## config.mk

```make
export PLATFORM = sky130hd
export DESIGN_NAME = multi_mem_sequencer_flat
export DESIGN_NICKNAME = d
export VERILOG_FILES = /design/src/rtl/mms_pkg.sv /design/src/rtl/multi_mem_sequencer_if.sv /design/src/rtl/mask_prio_enc.sv /design/src/rtl/multi_mem_sequencer.sv /design/src/flat_wrapper.sv
export SDC_FILE = /design/constraint.sdc
export NUM_CORES = 1
export LEC_CHECK = 0
export ABC_CLOCK_PERIOD_IN_PS = 6000
export CORE_MARGIN = 3
export CORE_UTILIZATION = 42
export CTS_CLUSTER_SIZE = 28
export DETAILED_ROUTE_END_ITERATION = 7
export HOLD_SLACK_MARGIN = 0.02
export PLACE_DENSITY = 0.86
export SYNTH_ARGS = -nofsm -noshare
export SYNTH_HDL_FRONTEND = slang
export SYNTH_SLANG_ARGS = --single-unit
```

## constraint.sdc

```tcl
create_clock -name clk_i -period 6 [get_ports clk_i]
set_input_delay 0.6 -clock clk_i [delete_from_list [all_inputs] [get_ports clk_i]]
set_output_delay 0.6 -clock clk_i [all_outputs]
set_load 0.03 [all_outputs]
```

## src/rtl/mms_pkg.sv

```systemverilog
// Shared definitions for the load/store-multiple sequencer: state encoding,
// word size and the opcodes that start it.
package mms_pkg;

    typedef enum logic [1:0] {
        ST_IDLE = 2'd0,
        ST_RUN  = 2'd1,
        ST_DONE = 2'd2
    } state_t;

    localparam int         WORD_BYTES = 4;
    localparam logic [5:0] OP_SWM     = 6'd59;
    localparam logic [5:0] OP_LWM     = 6'd51;

    // Width of an index into an n-bit mask, never below one bit.
    function automatic int idx_width(input int n);
        return (n <= 1) ? 1 : $clog2(n);
    endfunction

endpackage

```

## src/rtl/multi_mem_sequencer_if.sv

```systemverilog
// Bundle of decoder, register-file and data-memory signals around the
// sequencer. The slave side is the sequencer itself.
interface multi_mem_sequencer_if #(
    parameter int MASK_W = 16,
    parameter int ADDR_W = 32
);
    logic              start_i;
    logic              load_i;
    logic [ADDR_W-1:0] base_addr_i;
    logic [MASK_W-1:0] reg_mask_i;
    logic [ADDR_W-1:0] reg_rdata_i;
    logic [ADDR_W-1:0] mem_rdata_i;

    logic              stall_o;
    logic              busy_o;
    logic              done_o;
    logic [ADDR_W-1:0] mem_addr_o;
    logic [ADDR_W-1:0] mem_wdata_o;
    logic              mem_we_o;
    logic              mem_re_o;
    logic [4:0]        reg_raddr_o;
    logic [4:0]        reg_waddr_o;
    logic [ADDR_W-1:0] reg_wdata_o;
    logic              reg_we_o;

    modport slave (
        input  start_i, load_i, base_addr_i, reg_mask_i, reg_rdata_i, mem_rdata_i,
        output stall_o, busy_o, done_o, mem_addr_o, mem_wdata_o, mem_we_o,
               mem_re_o, reg_raddr_o, reg_waddr_o, reg_wdata_o, reg_we_o
    );

    modport master (
        output start_i, load_i, base_addr_i, reg_mask_i, reg_rdata_i, mem_rdata_i,
        input  stall_o, busy_o, done_o, mem_addr_o, mem_wdata_o, mem_we_o,
               mem_re_o, reg_raddr_o, reg_waddr_o, reg_wdata_o, reg_we_o
    );
endinterface

```

## src/rtl/mask_prio_enc.sv

```systemverilog
// Combinational lowest-set-bit encoder: idx is the position of the least
// significant 1 in mask, valid is set when any bit is set.
module mask_prio_enc #(
    parameter int MASK_W = 16,
    parameter int IDX_W  = 4
) (
    input  logic [MASK_W-1:0] mask,
    output logic [IDX_W-1:0]  idx,
    output logic              valid
);

    // Scan from the top down so the last hit, the lowest bit, wins.
    always_comb begin
        idx   = '0;
        valid = 1'b0;
        for (int i = MASK_W - 1; i >= 0; i--) begin
            if (mask[i]) begin
                idx   = IDX_W'(i);
                valid = 1'b1;
            end
        end
    end

endmodule

```

## src/rtl/multi_mem_sequencer.sv

```systemverilog
// Store-/load-multiple sequencer: walks a register mask low-to-high, one
// data-memory word per cycle, holding the PC stalled until the walk ends.
module multi_mem_sequencer
    import mms_pkg::*;
#(
    parameter int MASK_W     = 16,
    parameter int REG_OFFSET = 16,
    parameter int ADDR_W     = 32
) (
    input logic                  clk_i,
    input logic                  rst_i,
    multi_mem_sequencer_if.slave bus
);

    localparam int CNT_W = $clog2(MASK_W + 1);
    localparam int IDX_W = idx_width(MASK_W);

    state_t            state_reg, state_next;
    logic [MASK_W-1:0] mask_reg, mask_next;
    logic [ADDR_W-1:0] base_reg, base_next;
    logic [CNT_W-1:0]  count_reg, count_next;
    logic              load_reg, load_next;

    logic [IDX_W-1:0]  low_idx;
    logic              low_valid;
    logic [MASK_W-1:0] low_bit;
    logic [MASK_W-1:0] mask_left;
    logic [4:0]        reg_idx;
    logic [ADDR_W-1:0] access_addr;
    logic              run_active;

    mask_prio_enc #(
        .MASK_W(MASK_W),
        .IDX_W (IDX_W)
    ) u_prio_enc (
        .mask (mask_reg),
        .idx  (low_idx),
        .valid(low_valid)
    );

    assign low_bit     = MASK_W'(1) << low_idx;
    assign mask_left   = mask_reg & ~low_bit;
    // Indices past $31 deliberately wrap into the 5-bit register space.
    assign reg_idx     = 5'(REG_OFFSET + 32'(low_idx));
    assign access_addr = base_reg + ADDR_W'(count_reg) * ADDR_W'(WORD_BYTES);
    assign run_active  = (state_reg == ST_RUN) && low_valid;

    always_ff @(posedge clk_i or posedge rst_i) begin
        if (rst_i) begin
            state_reg <= ST_IDLE;
            mask_reg  <= '0;
            base_reg  <= '0;
            count_reg <= '0;
            load_reg  <= 1'b0;
        end else begin
            state_reg <= state_next;
            mask_reg  <= mask_next;
            base_reg  <= base_next;
            count_reg <= count_next;
            load_reg  <= load_next;
        end
    end

    always_comb begin
        state_next = state_reg;
        mask_next  = mask_reg;
        base_next  = base_reg;
        count_next = count_reg;
        load_next  = load_reg;
        case (state_reg)
            ST_IDLE: begin
                if (bus.start_i) begin
                    if (|bus.reg_mask_i) begin
                        mask_next  = bus.reg_mask_i;
                        base_next  = {bus.base_addr_i[ADDR_W-1:2], 2'b00};
                        count_next = '0;
                        load_next  = bus.load_i;
                        state_next = ST_RUN;
                    end else begin
                        state_next = ST_DONE;
                    end
                end
            end
            ST_RUN: begin
                mask_next  = mask_left;
                count_next = count_reg + 1'b1;
                if (mask_left == '0) begin
                    state_next = ST_DONE;
                end
            end
            ST_DONE: state_next = ST_IDLE;
            default: state_next = ST_IDLE;
        endcase
    end

    // The start-cycle stall is combinational, so it is masked by reset too.
    always_comb begin
        bus.stall_o     = ((state_reg == ST_IDLE) && bus.start_i && !rst_i) ||
                          (state_reg == ST_RUN);
        bus.busy_o      = (state_reg != ST_IDLE);
        bus.done_o      = (state_reg == ST_DONE);
        bus.mem_addr_o  = '0;
        bus.mem_wdata_o = '0;
        bus.mem_we_o    = 1'b0;
        bus.mem_re_o    = 1'b0;
        bus.reg_raddr_o = '0;
        bus.reg_waddr_o = '0;
        bus.reg_wdata_o = '0;
        bus.reg_we_o    = 1'b0;
        if (run_active) begin
            bus.mem_addr_o = access_addr;
            if (load_reg) begin
                bus.mem_re_o    = 1'b1;
                bus.reg_we_o    = 1'b1;
                bus.reg_waddr_o = reg_idx;
                bus.reg_wdata_o = bus.mem_rdata_i;
            end else begin
                bus.mem_we_o    = 1'b1;
                bus.reg_raddr_o = reg_idx;
                bus.mem_wdata_o = bus.reg_rdata_i;
            end
        end
    end

endmodule
```

## src/flat_wrapper.sv

```systemverilog
// flat-port wrapper written by rule: the top's interface ports become plain ports
module multi_mem_sequencer_flat import mms_pkg::*;
#(
    parameter int MASK_W     = 16,
    parameter int REG_OFFSET = 16,
    parameter int ADDR_W     = 32
)
  (clk_i, rst_i, bus_start_i, bus_load_i, bus_base_addr_i, bus_reg_mask_i, bus_reg_rdata_i, bus_mem_rdata_i, bus_stall_o, bus_busy_o, bus_done_o, bus_mem_addr_o, bus_mem_wdata_o, bus_mem_we_o, bus_mem_re_o, bus_reg_raddr_o, bus_reg_waddr_o, bus_reg_wdata_o, bus_reg_we_o);
  multi_mem_sequencer_if #(.MASK_W(MASK_W), .ADDR_W(ADDR_W)) bus_i ();
  input logic clk_i;
  input logic rst_i;
  input wire logic [$bits(bus_i.start_i)-1:0] bus_start_i;
  input wire logic [$bits(bus_i.load_i)-1:0] bus_load_i;
  input wire logic [$bits(bus_i.base_addr_i)-1:0] bus_base_addr_i;
  input wire logic [$bits(bus_i.reg_mask_i)-1:0] bus_reg_mask_i;
  input wire logic [$bits(bus_i.reg_rdata_i)-1:0] bus_reg_rdata_i;
  input wire logic [$bits(bus_i.mem_rdata_i)-1:0] bus_mem_rdata_i;
  output wire logic [$bits(bus_i.stall_o)-1:0] bus_stall_o;
  output wire logic [$bits(bus_i.busy_o)-1:0] bus_busy_o;
  output wire logic [$bits(bus_i.done_o)-1:0] bus_done_o;
  output wire logic [$bits(bus_i.mem_addr_o)-1:0] bus_mem_addr_o;
  output wire logic [$bits(bus_i.mem_wdata_o)-1:0] bus_mem_wdata_o;
  output wire logic [$bits(bus_i.mem_we_o)-1:0] bus_mem_we_o;
  output wire logic [$bits(bus_i.mem_re_o)-1:0] bus_mem_re_o;
  output wire logic [$bits(bus_i.reg_raddr_o)-1:0] bus_reg_raddr_o;
  output wire logic [$bits(bus_i.reg_waddr_o)-1:0] bus_reg_waddr_o;
  output wire logic [$bits(bus_i.reg_wdata_o)-1:0] bus_reg_wdata_o;
  output wire logic [$bits(bus_i.reg_we_o)-1:0] bus_reg_we_o;
  assign bus_i.start_i = bus_start_i;
  assign bus_i.load_i = bus_load_i;
  assign bus_i.base_addr_i = bus_base_addr_i;
  assign bus_i.reg_mask_i = bus_reg_mask_i;
  assign bus_i.reg_rdata_i = bus_reg_rdata_i;
  assign bus_i.mem_rdata_i = bus_mem_rdata_i;
  assign bus_stall_o = bus_i.stall_o;
  assign bus_busy_o = bus_i.busy_o;
  assign bus_done_o = bus_i.done_o;
  assign bus_mem_addr_o = bus_i.mem_addr_o;
  assign bus_mem_wdata_o = bus_i.mem_wdata_o;
  assign bus_mem_we_o = bus_i.mem_we_o;
  assign bus_mem_re_o = bus_i.mem_re_o;
  assign bus_reg_raddr_o = bus_i.reg_raddr_o;
  assign bus_reg_waddr_o = bus_i.reg_waddr_o;
  assign bus_reg_wdata_o = bus_i.reg_wdata_o;
  assign bus_reg_we_o = bus_i.reg_we_o;
  multi_mem_sequencer #(.MASK_W(MASK_W), .REG_OFFSET(REG_OFFSET), .ADDR_W(ADDR_W)) u_core (.clk_i(clk_i), .rst_i(rst_i), .bus(bus_i));
endmodule
```

## Word-level counts from Yosys, hierarchy flattened

Index checks and enable logic that the tools add are counted.

| word-level totals | value |
|---|---|
| memories kept | 0 |
| bits in registers | 54 |
| latch bits | 0 |
| output and inout port bits | 112 |
| bits in writable memories | 0 |
| ROM bits | 0 |
| logic and storage cells | 84 |

| operators by class | value |
|---|---|
| order comparisons | 0 |
| multiply operators | 0 |
| multiplexer cells | 55 |
| shift operators | 1 |
| bitwise operators | 2 |
| equality and inequality tests | 5 |
| add/subtract/negate cells | 3 |
| divide/modulo/power cells | 0 |
| reductions and logical operators | 13 |

Operators with widths:

| kind | number |
|---|---|
| two-way mux 32 bit | 5 |
| two-way mux 4 bit | 16 |
| adder 32 x 7 -> 32 bit | 1 |
| two-way mux 16 bit | 2 |
| one-hot mux 16 bit (2 select lines) | 1 |
| two-way mux 5 bit | 6 |
| two-way mux 1 bit | 20 |
| AND 16 bit | 1 |
| zero test 16 bit | 1 |
| inverter 16 bit | 1 |
| OR reduction 16 bit | 1 |
| left shift 1 x 4 -> 16 bit, first input constant | 1 |
| one-hot mux 5 bit (2 select lines) | 1 |
| two-way mux 2 bit | 3 |
| AND reduction 3 bit | 2 |
| adder 5 x 1 -> 5 bit, second input constant | 1 |
| adder 5 x 4 -> 5 bit, first input constant | 1 |
| != test 2 x 1 -> 1 bit, second input constant | 2 |
| one-hot mux 2 bit (2 select lines) | 1 |
| nonzero test 2 bit | 2 |
| logical AND 1 bit | 3 |
| equality test 2 x 1 -> 1 bit, second input constant | 1 |
| equality test 2 bit, second input constant | 1 |
| zero test 2 bit | 1 |
| 4 further kinds | 4 |

## Longest topological paths before layout

Gate-level depths: netlist (run 1).

| depth | value |
|---|---|
| depth after elaboration | 22 |
| gate-level depth with buffers | 9 |
| gate-level depth less buffers | 9 |

## Cells and area by module

Synthesis (run 1) repeated with hierarchy kept, for this count alone.

| unflattened totals | value |
|---|---|
| cells, all modules | 535 |
| area, all modules | 4073.9 um^2 |

Modules (own cells, without submodules):

| module | times used | cells an instance | area each (um^2) | seq. area each (um^2) |
|---|---|---|---|---|
| multi_mem_sequencer | 1 | 502 | 3895.0 | 1351.3 |
| mask_prio_enc | 1 | 33 | 178.9 | 0.0 |

## Least setup slack after synthesis (run 1)

Ideal clock, no wire load.

| timing path | value |
|---|---|
| path kind | input to output |
| start | input rst_i |
| end | output bus_stall_o |
| path buffers | 0 |
| data required time | 5.400 ns |
| slack | 3.036 ns |
| stages | 3 |
| arrival time | 2.364 ns |
| cells stage by stage | inv_1 -> a21oi_1 -> nor2_1 |

| between the ends | value |
|---|---|
| cells in the longest elaborated chain, start to end | 3 |

Ends and longest elaborated chain:

| item | line | text |
|---|---|---|
| start: declaration | flat_wrapper.sv:11 | `input logic rst_i;` |
| zero test 1 bit (no line) | n/a |  |
| logical AND 1 bit | multi_mem_sequencer.sv:98 | `bus.stall_o = ((state_reg == ST_IDLE) && bus.start_i && !rst_i) \|\|` |
| logical OR 1 bit | multi_mem_sequencer.sv:98 |  |
| end: declaration | flat_wrapper.sv:18 | `output wire logic [$bits(bus_i.stall_o)-1:0] bus_stall_o;` |

No other way between the ends.

## Worst setup path in the final report (run 1)

| timing path | value |
|---|---|
| start | register u_core.mask_reg[2] |
| end | output bus_reg_waddr_o[3] |

| between the ends | value |
|---|---|
| cells in the longest elaborated chain, start to end | 6 |
| elaborated cells on any way between the ends | 10 |

Ends and longest elaborated chain:

| item | line | text |
|---|---|---|
| start: declaration | multi_mem_sequencer.sv:19 | `logic [MASK_W-1:0] mask_reg, mask_next;` |
| start signal: assignment | multi_mem_sequencer.sv:57 | `mask_reg <= mask_next;` |
| two-way mux 4 bit (3 in series) | mask_prio_enc.sv:17 | `if (mask[i]) begin` |
| adder 5 x 4 -> 5 bit | multi_mem_sequencer.sv:44 | `assign reg_idx = 5'(REG_OFFSET + 32'(low_idx));` |
| two-way mux 5 bit | multi_mem_sequencer.sv:112 | `if (load_reg) begin` |
| two-way mux 5 bit * | multi_mem_sequencer.sv:110 | `if (run_active) begin` |
| end: declaration | flat_wrapper.sv:26 | `output wire logic [$bits(bus_i.reg_waddr_o)-1:0] bus_reg_waddr_o;` |

Mark *: on every way between the ends. The rest lies on a longest branch, timed or not.

==> metrics.cfg, run 1 <==
[run_status]
outcome=finished clean

[route]
wl_per_cell_um=17.5
routed_wl_mm=14.1
dr_total_vias=4357
vias_per_cell=5.42
drt_iter0_markers=309
antenna_left=0
drtPass1Iterations=5
drc=0

[place]
dpl.hpwl_mm=11.0
io_buffers=223
placedCellCount=796
placed_area_sq_um=6320
gp_congestion=0.915

[finish]
layout_common_cells=clkdlybuf4s50_1 (223), dfrtp_1 (54), nor2_1 (41), and2_1 (37)
final_common_cell=clkdlybuf4s50_1
largest_register_ffs=30
antenna_cells=0
fin_area_sq_um=6410
stdcell_count=804
syn_to_final_growth_pct=59.8
drive_gt1_share_pct=9.19
nets=797
fill_cells=752

[synthesis]
netlist_instances=467
synth_area_sq_um=4010
syn_avg_cell_area_sq_um=8.59
synth_edf_count=0
synth_compound_gate_area_share_pct=16.1
ys_types=60
synthFlopType=dfrtp_1
synthSimpleGateAreaFrac_pct=30.0
seq_area_frac_synth_pct=33.7
synth_top_family_by_area=simple AND/OR/NAND/NOR gates
synth-adder-area-share_pct=2.62
synth_xor_area_share_pct=4.80
synthMuxAreaShare_pct=8.11
synthArstFlopShare_pct=100
ys_seq_elements=54
ys_warn_count=0

[sta]
clock_skew_ns=0.00546
relSlewSlack_pct=14.2
max_slew.worst_pin.slew_ns=1.29
hold_viol=0
setup_viol=0
post-route-min-period_ns=4.27
rsz0062_at_grt=no
tns_ns=0
fin_crit_sh_pct=71.2
fin_hold_ws_ns=0.506
drv_slew=0
clock.fmax_mhz=234

[global_routing]
grt_max_degree=56
first_global_vias=4389
grt_usage_pct=25.1
grt_pass1_wl_mm=22.4
antenna_found_initial=0
grt_overflow_total=0

[die]
row_count=35
dieArea_sq_um=10800
core_area_sq_um=9240
start_util_pct=43.4
ios=228
die_w_um=104
die_h_um=104

[critical_path]
crit_chain=nor4_4 > and3_2 > a21oi_2 > nand2_1 > nor3_1 > clkdlybuf4s50_1
required_ns=5.40
crit_arrival_ns=3.67
crit_slowest_cell=a21oi_2
cp-end-kind=primary output
r2r-start=u_core.mask_reg[2]$_DFFE_PP0P_
critPathKind=flop to primary output
slowest_delay_ns=1.00
worstSetupStartpointType=flop
path_max_fanout=36
setup.worst_path.start=u_core.mask_reg[2]$_DFFE_PP0P_

[clock_tree]
cts_hold_buf=0
cts_root_buf=clkbuf_8
cts-buffers-inserted=5
ctsResizeCount=0
cts_sinks=54
clk_latency_ns=0.31
clockBufferDepth=2
clk_pin_slew_ns=0.10
postCtsSetupRepairBufs=0
htree_levels=2
cts_tree=built

[pwr]
power.total_mw=4.40
ir_drop_v=0.000455
p_per_area_nw_per_um2=687
leakagePower_nw=2.64

[hold_path]
hold_class=flop to flop
hp-start=u_core.count_reg[4]$_DFFE_PP0P_

[job]
cap_violations=0

-- logic make-up (layout without fill, tap and decap cells) --
family                   Yosys count  count (layout)
AND/OR/NAND/NOR                  220             220
AO/OA/AOI/OAI                     92              92
flip-flops                        54              54
buffers and inverters             41             248
multiplexers                      29              29
XOR/XNOR                          22              22
adder cells (fa/ha/maj)            8               8
other                              1               2
-- worst max-delay path: cells and delay by family (launching register included) --
kind,cells,cell delay [ns]
buffers and inverters,1,0.74
AOI/OAI and AO/OA,1,1.00
DFF,1,0.60
and+or+nand+nor,4,1.02
-- final timing paths --
kind / endpoint / slack, ns / depth (start not counted)
worst max-delay path: bus_reg_waddr_o[3] / 1.73 / 6
worst min-delay path: u_core.count_reg[4]$_DFFE_PP0P_ / 0.51 / 1
worst max register to register: u_core.state_reg[0]$_DFFE_PP0P_ / 3.31 / 7
worst min register to register: u_core.count_reg[4]$_DFFE_PP0P_ / 0.51 / 1
max in group asynchronous: u_core.base_reg[2]$_DFFE_PP0P_ / 4.73 / 3
min in group asynchronous: u_core.base_reg[26]$_DFFE_PP0P_ / 0.80 / 3
-- cell type report --
cell class	count	area, sq um	share of cell area [%]
clock buffer	6	72.6	1.13
clock inverter	2	13.8	0.215
inverter	12	45.0	0.703
multi-input combinational	373	2490	38.9
sequential	54	1350	21.1
tap	129	161	2.52
timing repair buffer	228	2270	35.4
-- where the power goes --
group          internal (mW)  switching [mW]
Clock                 0.0828           0.123
Sequential             0.538           0.226
Combinational           1.43            2.00
-- synthesized netlist by cell type (all sizes together) (2+ instances only) --
cell     n  area (sq um)
clkbuf  18          67.6
nand2   36           135
nor2b    4          25.0
xor2    12           105
nor2    44           170
nor4    10          83.8
nand2b   4          25.0
inv     12          45.0
a22o    12           105
or2      6          37.5
a21oi   18          90.1
and4     2          17.5
dfrtp   54          1350
nand4    6          37.5
o31ai    2          15.0
o21bai   3          22.5
or3      4          25.0
mux2    28           315
o21ai   28           140
o31a     3          26.3
ha       6          75.1
nor3    10          55.1
o211ai   3          22.5
o21a     2          15.0
and3    37           233
and2    37           231
a221oi   2          30.0
buf     11          67.6
a21o     8          60.1
xnor2   10          87.6
o311ai   2          35.0
nand3   16          97.6
-- through the flow --
| step | util (%) | setup slack, ns |
|---|---|---|
| 2_1_floorplan | - | 3.04 |
| 3_3_place_gp | 68.4 | 2.22 |
| 3_5_place_dp | 68.4 | 2.09 |
| 4_1_cts | 69.3 | 1.74 |
| 5_1_grt | 69.3 | 1.39 |
| 6_report | 69.3 | 1.73 |
-- layer usage --
layer / GRT usage [%] / share of wire [%]
met5: 0 / 0
met4: 4.75 / 1.1
met3: 5.05 / 7.7
met2: 45.7 / 51
met1: 31.1 / 40
Note: power is estimated with default switching activity, not from simulation.
==> run 2: changes to the inputs <==
--- a/config.mk
+++ b/config.mk
@@ -5,13 +5,13 @@
 export SDC_FILE = /design/constraint.sdc
 export NUM_CORES = 1
 export LEC_CHECK = 0
-export ABC_CLOCK_PERIOD_IN_PS = 6000
+export ABC_CLOCK_PERIOD_IN_PS = 3450
 export CORE_MARGIN = 3
-export CORE_UTILIZATION = 42
+export CORE_UTILIZATION = 35
 export CTS_CLUSTER_SIZE = 28
 export DETAILED_ROUTE_END_ITERATION = 7
 export HOLD_SLACK_MARGIN = 0.02
-export PLACE_DENSITY = 0.86
+export PLACE_DENSITY = 0.76
 export SYNTH_ARGS = -nofsm -noshare
 export SYNTH_HDL_FRONTEND = slang
 export SYNTH_SLANG_ARGS = --single-unit
==> constraint.sdc (replaced) <==
create_clock -name clk_i -period 3.45 [get_ports clk_i]
set_input_delay 0.345 -clock clk_i [delete_from_list [all_inputs] [get_ports clk_i]]
set_output_delay 0.345 -clock clk_i [all_outputs]
set_load 0.03 [all_outputs]
==> run 2 against run 1 <==
Effect of this change: register-to-register slack worse by 2.5 ns; flip-flop and latch count stayed put; sequential power is 74% higher; sequential share of layout area down 0.39 points; global-route usage is 3.9 points lower; non-clock buffer count is 8 higher; clock power rose to 2.8 times the previous value; worst hold slack better by 0.012 ns; design area up 1.9%; core utilization fell by 10 points; total power up 78%; wire length up 1.4%; critical endpoint is now bus_mem_addr_o[18].
==> metrics.cfg, run 2 (synthesis results as in run 1) <==
[sta]
hold_viol=0
rsz0062_at_grt=no
clock_skew_ns=0.00496
drv_slew=0
max_slew.worst_pin.slew_ns=0.676
setup_viol=0
clock.fmax_mhz=307
fin_crit_sh_pct=94.5
tns_ns=0
post-route-min-period_ns=3.26
relSlewSlack_pct=54.9

[clock_tree]
cts_hold_buf=0
cts_sinks=54
htree_levels=2
clockBufferDepth=2
cts_root_buf=clkbuf_16
clk_pin_slew_ns=0.07
postCtsSetupRepairBufs=0
cts-buffers-inserted=5
clk_latency_ns=0.29
cts_tree=built

[hold_path]
hold_class=flop to flop
min_delay_path_depth=1
hold_end=u_core.base_reg[6]$_DFFE_PP0P_
hp-start=u_core.base_reg[6]$_DFFE_PP0P_

[critical_path]
required_ns=3.11
r2r-start=u_core.mask_reg[5]$_DFFE_PP0P_
cp-end-kind=primary output
path_max_fanout=5
crit_arrival_ns=2.91
rrSetupSlack_ns=0.84
worstSetupStartpointType=flop
reg2reg_depth=7
r2r-end=u_core.state_reg[0]$_DFFE_PP0P_
critPathKind=flop to primary output

[route]
route.met3.wl_um=760
vias_per_cell=5.18
dr_total_vias=4261
drtPass1Iterations=4
drc=0
wl_met2_mm=7.12
drt-met1-wl_mm=6.17
top_layer_used=met4
antenna_left=0
routed_wl_mm=14.3
drt_iter0_markers=276
wl_per_cell_um=17.3

[finish]
drive_gt1_share_pct=16.7
syn_to_final_growth_pct=62.8
layout_common_cells=clkdlybuf4s50_1 (163), dfrtp_1 (54), buf_4 (50), nor2_1 (41), and2_1 (37)
fill_cells=1016
final_common_cell=clkdlybuf4s50_1
fin_area_sq_um=6530
nets=805
largest_register_ffs=30
antenna_cells=0

[global_routing]
grt_pass1_wl_mm=22.2
grt_usage_pct=21.3
grt_overflow_total=0
grt_max_degree=55
first_global_vias=4269
antenna_found_initial=0

[pwr]
switching_share_pct=52.5
seq_power_share_pct=17.0
power.total_mw=7.83
p_int_mw=3.72
leakagePower_nw=2.90
ir_drop_v=0.000909
comb_power_share_pct=75.7
power_switching_mw=4.11
p_per_area_nw_per_um2=1200
power.share.clock_pct=7.3

[place]
io_buffers=223
placed_area_sq_um=6350
gp_congestion=0.938
dpl.hpwl_mm=11.2

[die]
core_area_sq_um=11000
ios=228
dieArea_sq_um=12800
start_util_pct=36.4
row_count=38
die_h_um=113
die_w_um=113

[job]
cap_violations=0

[run_status]
outcome=finished clean

==> run 2: stage by stage <==
stage	cells	setup WS, ns	hold WS, ns	util, %
after CTS	823	0.00458	0.506	59.0
after detailed placement	815	0.201	0.496	57.6
after global placement	815	0.290	0.474	57.6
after floorplan	468	0.759	0.452	-
after global routing	823	0.00112	0.537	59.2
final	823	0.190	0.518	59.2
==> run 2: final cells by class <==
| type | count | area [sq um] | share of cell area, % |
|---|---|---|---|
| multi-input combinational | 373 | 2500 | 38.3 |
| timing repair buffer | 236 | 2290 | 35.1 |
| sequential | 54 | 1350 | 20.7 |
| tap | 140 | 175 | 2.68 |
| clock buffer | 5 | 125 | 1.92 |
| inverter | 12 | 45.0 | 0.690 |
| clock inverter | 3 | 43.8 | 0.671 |
==> run 2: what timing repair did <==
action                                  CTS  global route
endpoints found under the setup margin   11            10
endpoints found under the hold margin     0             0
resized for setup                        11             8
==> run 2: worst max path at each step <==
stage / from / endpoint / slack, ns / cells past startpoint
after floorplan: u_core.count_reg[0]$_DFFE_PP0P_ / bus_mem_addr_o[26] / 0.76 / 9
after global placement: u_core.count_reg[0]$_DFFE_PP0P_ / bus_mem_addr_o[28] / 0.29 / 11
after detailed placement: u_core.count_reg[0]$_DFFE_PP0P_ / bus_mem_addr_o[28] / 0.20 / 11
after CTS: u_core.count_reg[0]$_DFFE_PP0P_ / bus_mem_addr_o[10] / 0.005 / 9
after global routing: u_core.mask_reg[12]$_DFFE_PP0P_ / bus_mem_wdata_o[16] / 0.001 / 9
final: u_core.count_reg[0]$_DFFE_PP0P_ / bus_mem_addr_o[18] / 0.19 / 10
==> run 2: power groups by stage <==
stage	clock network [mW]	logic (mW)	registers, mW
3_5_place_dp	0	5.99	1.33
5_1_grt	0.611	6.35	1.38
6_report	0.572	5.92	1.33
2_1_floorplan	0	3.89	1.21
3_3_place_gp	0	5.91	1.30
4_1_cts	0.586	5.94	1.32
==> run 2: worst max-delay path, stage by stage, from the launching register on <==
cell           delay (ns)
dfrtp_1              0.42
ha_1                 0.24
fa_1                 0.24
a21oi_1              0.08
o21bai_1             0.26
a21oi_2              0.13
nor3_1               0.35
nand2_1              0.15
xor2_1               0.18
nor2_1               0.13
dlygate4sd2_1        0.44
==> run 2: routing by layer <==
layer  up-vias  GRT usage, %
li1       2093             -
met1      2009          28.3
met2       141          36.1
met3        18          4.12
met4         0          4.65
met5         -             0
==> run 3: changes to the inputs <==
--- a/config.mk
+++ b/config.mk
@@ -10,6 +10,7 @@
 export CORE_UTILIZATION = 35
 export CTS_CLUSTER_SIZE = 28
 export DETAILED_ROUTE_END_ITERATION = 7
+export GPL_ROUTABILITY_DRIVEN = 1
 export HOLD_SLACK_MARGIN = 0.02
 export PLACE_DENSITY = 0.76
 export SYNTH_ARGS = -nofsm -noshare
==> results of run 3 <==
Same layout as run 2: the final DEF is identical, and so are final timing and power.
